[config.mk]
export PLATFORM = sky130hd
export DESIGN_NAME = dmem_responder_flat
export DESIGN_NICKNAME = d
export VERILOG_FILES = /design/src/rtl/dmem_responder_pkg.sv /design/src/rtl/dmem_responder_if.sv /design/src/rtl/dmem_lane_fmt.sv /design/src/rtl/dmem_responder.sv /design/src/flat_wrapper.sv
export SDC_FILE = /design/constraint.sdc
export NUM_CORES = 2
export LEC_CHECK = 0
export ABC_CLOCK_PERIOD_IN_PS = 8500
export BUFFER_PORTS_ARGS = -buffer_cell sky130_fd_sc_hd__buf_2
export CORE_ASPECT_RATIO = 1.75
export CORE_UTILIZATION = 45
export CTS_CLUSTER_DIAMETER = 30
export DETAILED_ROUTE_END_ITERATION = 8
export GPL_TIMING_DRIVEN = 0
export SLEW_MARGIN = 30
export SYNTH_ARGS = -nofsm -noshare
export SYNTH_HDL_FRONTEND = slang
export SYNTH_HIERARCHICAL = 1
export SYNTH_SLANG_ARGS = --single-unit
[constraint.sdc]
create_clock -name clk -period 8.5 [get_ports clk]
set_input_delay 0.425 -clock clk [delete_from_list [all_inputs] [get_ports clk]]
set_output_delay 0.425 -clock clk [all_outputs]
set_load 0.03 [all_outputs]
[src/rtl/dmem_responder_pkg.sv]
// Shared funct3 codes, FSM encoding and request payload for the data-memory responder.
package dmem_responder_pkg;

    localparam int unsigned DATA_W = 32;
    localparam int unsigned CNT_W  = 4;

    localparam logic [2:0] F3_B  = 3'b000;
    localparam logic [2:0] F3_H  = 3'b001;
    localparam logic [2:0] F3_W  = 3'b010;
    localparam logic [2:0] F3_BU = 3'b100;
    localparam logic [2:0] F3_HU = 3'b101;

    typedef enum logic [1:0] {
        S_IDLE = 2'd0,
        S_WAIT = 2'd1,
        S_RESP = 2'd2
    } state_t;

    typedef struct packed {
        logic              write;
        logic [2:0]        f3;
        logic [DATA_W-1:0] wdata;
    } req_fields_t;

endpackage

[src/rtl/dmem_responder_if.sv]
// Load/store port between the core (master) and the data-memory responder (slave).
interface dmem_responder_if #(
    parameter int unsigned ADDR_W = 8
);
    logic              req_valid;
    logic              req_ready;
    logic              req_write;
    logic [2:0]        req_f3;
    logic [ADDR_W-1:0] req_addr;
    logic [31:0]       req_wdata;
    logic              rsp_valid;
    logic              rsp_ready;
    logic [31:0]       rsp_rdata;
    logic              rsp_err;

    modport master (
        output req_valid, req_write, req_f3, req_addr, req_wdata, rsp_ready,
        input  req_ready, rsp_valid, rsp_rdata, rsp_err
    );

    modport slave (
        input  req_valid, req_write, req_f3, req_addr, req_wdata, rsp_ready,
        output req_ready, rsp_valid, rsp_rdata, rsp_err
    );
endinterface

[src/rtl/dmem_lane_fmt.sv]
// Byte-lane steering: store byte enables/replicated data, load extraction/extension, error detect.
module dmem_lane_fmt
    import dmem_responder_pkg::*;
(
    input  logic        write,
    input  logic [2:0]  f3,
    input  logic [1:0]  ofs,
    input  logic [31:0] wdata,
    input  logic [31:0] rword,
    output logic [3:0]  be_c,
    output logic [31:0] wdata_c,
    output logic [31:0] rdata_c,
    output logic        err_c
);
    logic [7:0]  byte_sel;
    logic [15:0] half_sel;
    logic        illegal;
    logic        misaligned;

    // Decode access size; errored accesses get no byte enables and zero data.
    always_comb begin
        byte_sel   = rword[{ofs, 3'b000} +: 8];
        half_sel   = ofs[1] ? rword[31:16] : rword[15:0];
        illegal    = 1'b0;
        misaligned = 1'b0;
        be_c       = 4'b0000;
        wdata_c    = wdata;
        rdata_c    = 32'h0;
        case (f3)
            F3_B: begin
                be_c    = 4'b0001 << ofs;
                wdata_c = {4{wdata[7:0]}};
                rdata_c = {{24{byte_sel[7]}}, byte_sel};
            end
            F3_H: begin
                misaligned = ofs[0];
                be_c       = ofs[1] ? 4'b1100 : 4'b0011;
                wdata_c    = {2{wdata[15:0]}};
                rdata_c    = {{16{half_sel[15]}}, half_sel};
            end
            F3_W: begin
                misaligned = (ofs != 2'b00);
                be_c       = 4'b1111;
                rdata_c    = rword;
            end
            F3_BU: begin
                illegal = write;
                rdata_c = {24'h0, byte_sel};
            end
            F3_HU: begin
                illegal    = write;
                misaligned = ofs[0];
                rdata_c    = {16'h0, half_sel};
            end
            default: illegal = 1'b1;
        endcase
        err_c = illegal | misaligned;
        if (err_c) begin
            be_c    = 4'b0000;
            rdata_c = 32'h0;
        end
        if (write) begin
            rdata_c = 32'h0;
        end
    end
endmodule

[src/rtl/dmem_responder.sv]
// Handshaked data memory with programmable wait states for the RV32I load/store port.
module dmem_responder
    import dmem_responder_pkg::*;
#(
    parameter int unsigned ADDR_W      = 8,
    parameter int unsigned WAIT_CYCLES = 1
) (
    input logic             clk,
    input logic             rst,
    dmem_responder_if.slave bus
);
    localparam int unsigned WIDX_W = ADDR_W - 2;
    localparam int unsigned WORDS  = 1 << WIDX_W;
    localparam logic [CNT_W-1:0] CNT_LOAD =
        (WAIT_CYCLES > 0) ? CNT_W'(WAIT_CYCLES - 1) : '0;

    state_t            state, state_next;
    logic [CNT_W-1:0]  cnt, cnt_next;
    req_fields_t       lat_q, live, acc;
    logic [ADDR_W-1:0] lat_addr, acc_addr;
    logic [WIDX_W-1:0] widx;
    logic [31:0]       mem [WORDS];
    logic              accept, exec;
    logic [3:0]        be;
    logic [31:0]       wsh, rfmt, rword;
    logic              ferr;

    // With zero wait states the access executes on the accept edge, so use the live request then.
    always_comb begin
        live     = '{write: bus.req_write, f3: bus.req_f3, wdata: bus.req_wdata};
        acc      = (state == S_IDLE) ? live : lat_q;
        acc_addr = (state == S_IDLE) ? bus.req_addr : lat_addr;
        widx     = acc_addr[ADDR_W-1:2];
        rword    = mem[widx];
    end

    dmem_lane_fmt u_fmt (
        .write   (acc.write),
        .f3      (acc.f3),
        .ofs     (acc_addr[1:0]),
        .wdata   (acc.wdata),
        .rword   (rword),
        .be_c    (be),
        .wdata_c (wsh),
        .rdata_c (rfmt),
        .err_c   (ferr)
    );

    // Next-state, wait counter and control strobes.
    always_comb begin
        state_next = state;
        cnt_next   = cnt;
        accept     = 1'b0;
        case (state)
            S_IDLE: begin
                if (bus.req_valid) begin
                    accept     = 1'b1;
                    cnt_next   = CNT_LOAD;
                    state_next = (WAIT_CYCLES > 0) ? S_WAIT : S_RESP;
                end
            end
            S_WAIT: begin
                if (cnt == '0) begin
                    state_next = S_RESP;
                end else begin
                    cnt_next = cnt - CNT_W'(1);
                end
            end
            S_RESP: begin
                if (bus.rsp_ready) begin
                    state_next = S_IDLE;
                end
            end
            default: state_next = S_IDLE;
        endcase
        exec = (state_next == S_RESP) && (state != S_RESP);
    end

    // State and wait counter.
    always_ff @(posedge clk or negedge rst) begin
        if (!rst) begin
            state <= S_IDLE;
            cnt   <= '0;
        end else begin
            state <= state_next;
            cnt   <= cnt_next;
        end
    end

    // Request capture on accept.
    always_ff @(posedge clk or negedge rst) begin
        if (!rst) begin
            lat_q    <= '0;
            lat_addr <= '0;
        end else if (accept) begin
            lat_q    <= live;
            lat_addr <= bus.req_addr;
        end
    end

    // Storage: cleared by reset, byte-lane writes when a store commits.
    always_ff @(posedge clk or negedge rst) begin
        if (!rst) begin
            for (int i = 0; i < WORDS; i++) begin
                mem[i] <= '0;
            end
        end else if (exec && acc.write) begin
            for (int k = 0; k < 4; k++) begin
                if (be[k]) begin
                    mem[widx][8*k +: 8] <= wsh[8*k +: 8];
                end
            end
        end
    end

    // Registered handshake and response outputs; response data held through RESP.
    always_ff @(posedge clk or negedge rst) begin
        if (!rst) begin
            bus.req_ready <= 1'b1;
            bus.rsp_valid <= 1'b0;
            bus.rsp_rdata <= '0;
            bus.rsp_err   <= 1'b0;
        end else begin
            bus.req_ready <= (state_next == S_IDLE);
            bus.rsp_valid <= (state_next == S_RESP);
            if (exec) begin
                bus.rsp_rdata <= rfmt;
                bus.rsp_err   <= ferr;
            end
        end
    end
endmodule
[src/flat_wrapper.sv]
// flat-port wrapper written by rule: the top's interface ports become plain ports
module dmem_responder_flat import dmem_responder_pkg::*;
#(
    parameter int unsigned ADDR_W      = 8,
    parameter int unsigned WAIT_CYCLES = 1
)
  (clk, rst, bus_req_valid, bus_req_write, bus_req_f3, bus_req_addr, bus_req_wdata, bus_rsp_ready, bus_req_ready, bus_rsp_valid, bus_rsp_rdata, bus_rsp_err);
  dmem_responder_if #(.ADDR_W(ADDR_W)) bus_i ();
  input logic clk;
  input logic rst;
  input wire logic [$bits(bus_i.req_valid)-1:0] bus_req_valid;
  input wire logic [$bits(bus_i.req_write)-1:0] bus_req_write;
  input wire logic [$bits(bus_i.req_f3)-1:0] bus_req_f3;
  input wire logic [$bits(bus_i.req_addr)-1:0] bus_req_addr;
  input wire logic [$bits(bus_i.req_wdata)-1:0] bus_req_wdata;
  input wire logic [$bits(bus_i.rsp_ready)-1:0] bus_rsp_ready;
  output wire logic [$bits(bus_i.req_ready)-1:0] bus_req_ready;
  output wire logic [$bits(bus_i.rsp_valid)-1:0] bus_rsp_valid;
  output wire logic [$bits(bus_i.rsp_rdata)-1:0] bus_rsp_rdata;
  output wire logic [$bits(bus_i.rsp_err)-1:0] bus_rsp_err;
  assign bus_i.req_valid = bus_req_valid;
  assign bus_i.req_write = bus_req_write;
  assign bus_i.req_f3 = bus_req_f3;
  assign bus_i.req_addr = bus_req_addr;
  assign bus_i.req_wdata = bus_req_wdata;
  assign bus_i.rsp_ready = bus_rsp_ready;
  assign bus_req_ready = bus_i.req_ready;
  assign bus_rsp_valid = bus_i.rsp_valid;
  assign bus_rsp_rdata = bus_i.rsp_rdata;
  assign bus_rsp_err = bus_i.rsp_err;
  dmem_responder #(.ADDR_W(ADDR_W), .WAIT_CYCLES(WAIT_CYCLES)) u_core (.clk(clk), .rst(rst), .bus(bus_i));
endmodule
==> results.sh <==
export IMPL_vdd_drop_max_uv=287
export IMPL_hold_viol_final=0
export IMPL_yosysMostFrequentCell="mux2_2"
export IMPL_start_util=0.454
export IMPL_ys_warn_count=6
export IMPL_fin_crit_ns=6.88
export IMPL_synth_top_cells_by_area="dfrtp_1 (56%), mux2_2 (27%), a22oi_1 (4.1%)"
export IMPL_syn_inst=7001
export IMPL_cts_tree="done"
export IMPL_fmax_ghz=0.145
export IMPL_final_antenna_net_count=0
export IMPL_cts_setup_buffers=0
export IMPL_violations="DRC"
export IMPL_path_class="register to register"
export IMPL_nNetsFinal=7568
export IMPL_drt_initial_drc_count=9022
export IMPL_h_tree_depth=5
export IMPL_end_kind="register"
export IMPL_cts_root_buf="clkbuf_16"
export IMPL_setup_tns_ns=0
export IMPL_routed_wirelength_um=415000
export IMPL_yosys_cell_types_count=71
export IMPL_cp_start_kind="register"
export IMPL_synth_top_cell_area_share=0.556
export IMPL_slowest_stage="a31oi_1"
export IMPL_synthTopCellsByCount="mux2_2 (2,287), dfrtp_1 (2,132), a22oi_1 (528), clkbuf_1 (408), nand2_1 (350)"
export IMPL_port_buffers=81
export IMPL_fp_dieW_um=351
export IMPL_ys_ff_latch=2133
export IMPL_p_leak_nw=54.4
export IMPL_skew_ns=0.0463
export IMPL_tightest_slew_ns=1.27
export IMPL_cts_buffer_depth=4
export IMPL_dr_pass1_iters=9
export IMPL_grt_max_degree=125
export IMPL_antenna_found_initial=43
export IMPL_cts_buffers=321
export IMPL_cts_repair_resized=0
export IMPL_status="complete, but fails checks"
export IMPL_overflow=0
export IMPL_cap_violations=0
export IMPL_cp_data_arrival_time_ns=7.68
export IMPL_gp_congestion=1.03
export IMPL_synth_main_ff_cell="dfrtp_1"
export IMPL_ioPinCount=83
export IMPL_setup_viol_count_final=0
export IMPL_clock_sinks=2133
export IMPL_path_cells="clkbuf_2 > nor4b_1 > a32o_2 > buf_2 > buf_2 > buf_2 > a22oi_1 > a31oi_1 > nor4_1 > nand2_1 > mux2_2 > nand3_1 > a31oi_1 > mux2_2"
export IMPL_power_mw=37.4
export IMPL_p_per_area_nw_per_um2=328
export IMPL_async_reset_ff_frac=1.00
export IMPL_synth_avg_cell_area_um2=13.7
export IMPL_clk_latency_ns=0.90
export IMPL_grt_total_usage=0.390
export IMPL_syn_area_um2=96000
export IMPL_clk_pin_slew_ns=0.06
export IMPL_viasPerCell=6.57
export IMPL_route_detailed_drc=3
export IMPL_routed_via_count=69900
export IMPL_cp_max_fo=10
export IMPL_holdCritPathClass="input port to register"
export IMPL_crit_path_max_incr_delay_ns=0.96
export IMPL_fin_ws_ns=1.62
export IMPL_syn_num_nets=7051
export IMPL_timing_hold_ws_ns=0.126
export IMPL_row_count=223
export IMPL_dp_hpwl_um=304000
export IMPL_synth_edf_count=0
export IMPL_crit_top_cell="buf_2"
export IMPL_coreArea_um2=211000
export IMPL_period_share=0.810
export IMPL_die_h_um=613
export IMPL_post_drt_wl_per_cell_um=39.0
export IMPL_yosys_area_top_type="dfrtp_1"
export IMPL_grt_pass1_wl_um=573000
export IMPL_grt_pass1_vias=71300
export IMPL_drv_slew=0
export IMPL_pre_cts_ws_ns=1.67
export IMPL_die_area_um2=215000
export IMPL_layout_drive_gt1_share=0.454
export IMPL_syn2layout_area_growth_pct=18.8
export IMPL_slew_headroom=0.146
export IMPL_grt_setup_unrepaired="no"
export IMPL_critPathRequiredTime_ns=9.30
export IMPL_ys_seq_area_frac=0.556
export IMPL_holdBufCountCts=44
metrics by stage:
step / util / instances / instance area, µm²
2_1_floorplan: - / 7001 / 96000
3_3_place_gp: 0.472 / 9894 / 99900
3_5_place_dp: 0.482 / 9956 / 102000
4_1_cts: 0.537 / 10600 / 114000
5_1_grt: 0.539 / 10600 / 114000
6_report: 0.539 / 10600 / 114000
sequential cells by signal (all words and copies together), names as in the netlist:
signal	flops
u_core/state	2
u_core/bus.req_ready	1
u_core/mem	2048
u_core/cnt	4
u_core/lat_q	36
u_core/lat_addr	8
u_core/bus.rsp_err	1
u_core/bus.rsp_rdata	32
u_core/bus.rsp_valid	1
where the power goes:
group	leakage, nW	internal [mW]	switching, mW	total [mW]
logic	19.2	2.23	10.6	12.8
clock network	5.42	8.70	5.14	13.8
registers	29.7	10.6	0.227	10.8
layout make-up:
cell class | instances | area, µm²
sequential | 2133 | 53400
timing repair buffer | 194 | 2440
buffer | 603 | 2690
clock buffer | 388 | 8760
tap | 2812 | 3520
inverter | 5 | 18.8
fill | 17800 | 97400
clock inverter | 189 | 2430
antenna | 52 | 130
multi-input combinational | 4260 | 40700
logic make-up (layout without fill, tap and decap cells):
kind of cell             count (synthesis)  after routing  synth area share
multiplexers                          2317           2317             0.272
flip-flops                            2133           2133             0.556
AO/OA/AOI/OAI                         1167           1167            0.0940
AND/OR/NAND/NOR                        771            771            0.0511
buffers and inverters                  608           1379            0.0264
XOR/XNOR                                 3              3          0.000274
adder cells (fa/ha/maj)                  2              2          0.000261
other                                    0             52                 0
worst max-delay path, delay by kind of cell, from the launching register on:
| family | cells | cell delay, ns |
|---|---|---|
| flops | 1 | 0.38 |
| simple gates | 4 | 1.52 |
| compound gates | 4 | 1.97 |
| buf+inv | 4 | 2.35 |
| mux | 2 | 0.47 |
cells in the final DEF, fill, tap and decap left out, drive strengths merged, types with 3 or more instances in the layout:
master	count
and2	12
diode	52
buf	342
nor2b	4
clkbuf	799
o21bai	3
nor2	85
bufinv	41
a31oi	262
inv	62
a221oi	63
a222oi	185
mux2	2299
nand2b	4
dfrtp	2132
clkinv	61
nor4	60
a22o	64
a22oi	528
nor3b	5
a21oi	25
o21ai	15
nand3	97
dlygate4sd3	44
nand4	5
mux2i	18
nand3b	3
clkinvlp	30
nor3	131
or3b	3
nand2	353
routing by layer:
metal  GRT usage  share of wire  vias to the layer above
met5           0        0.00019                        -
met4       0.424           0.14                       10
met3       0.119          0.084                     1664
met2       0.607           0.46                     3983
met1       0.399           0.32                    36500
li1            -              -                    27700
worst paths after layout:
path,slack (ns),to,depth (start not counted),start
max reg2reg,1.62,u_core/bus.rsp_rdata[0]$_DFFE_PN0P_,14,u_core/state[1]$_DFF_PN0_
min,0.13,u_core/lat_addr[4]$_DFFE_PN0P_,4,bus_req_addr[4]
min in group asynchronous,0.14,u_core/mem[1518]$_DFFE_PN0P_,2,rst
max in group asynchronous,4.46,u_core/mem[403]$_DFFE_PN0P_,8,rst
min reg2reg,0.48,u_core/lat_q[12]$_DFFE_PN0P_,2,u_core/lat_q[12]$_DFFE_PN0P_
max,1.62,u_core/bus.rsp_rdata[0]$_DFFE_PN0P_,14,u_core/state[1]$_DFF_PN0_
No activity file was read; power rests on OpenSTA's default activity.
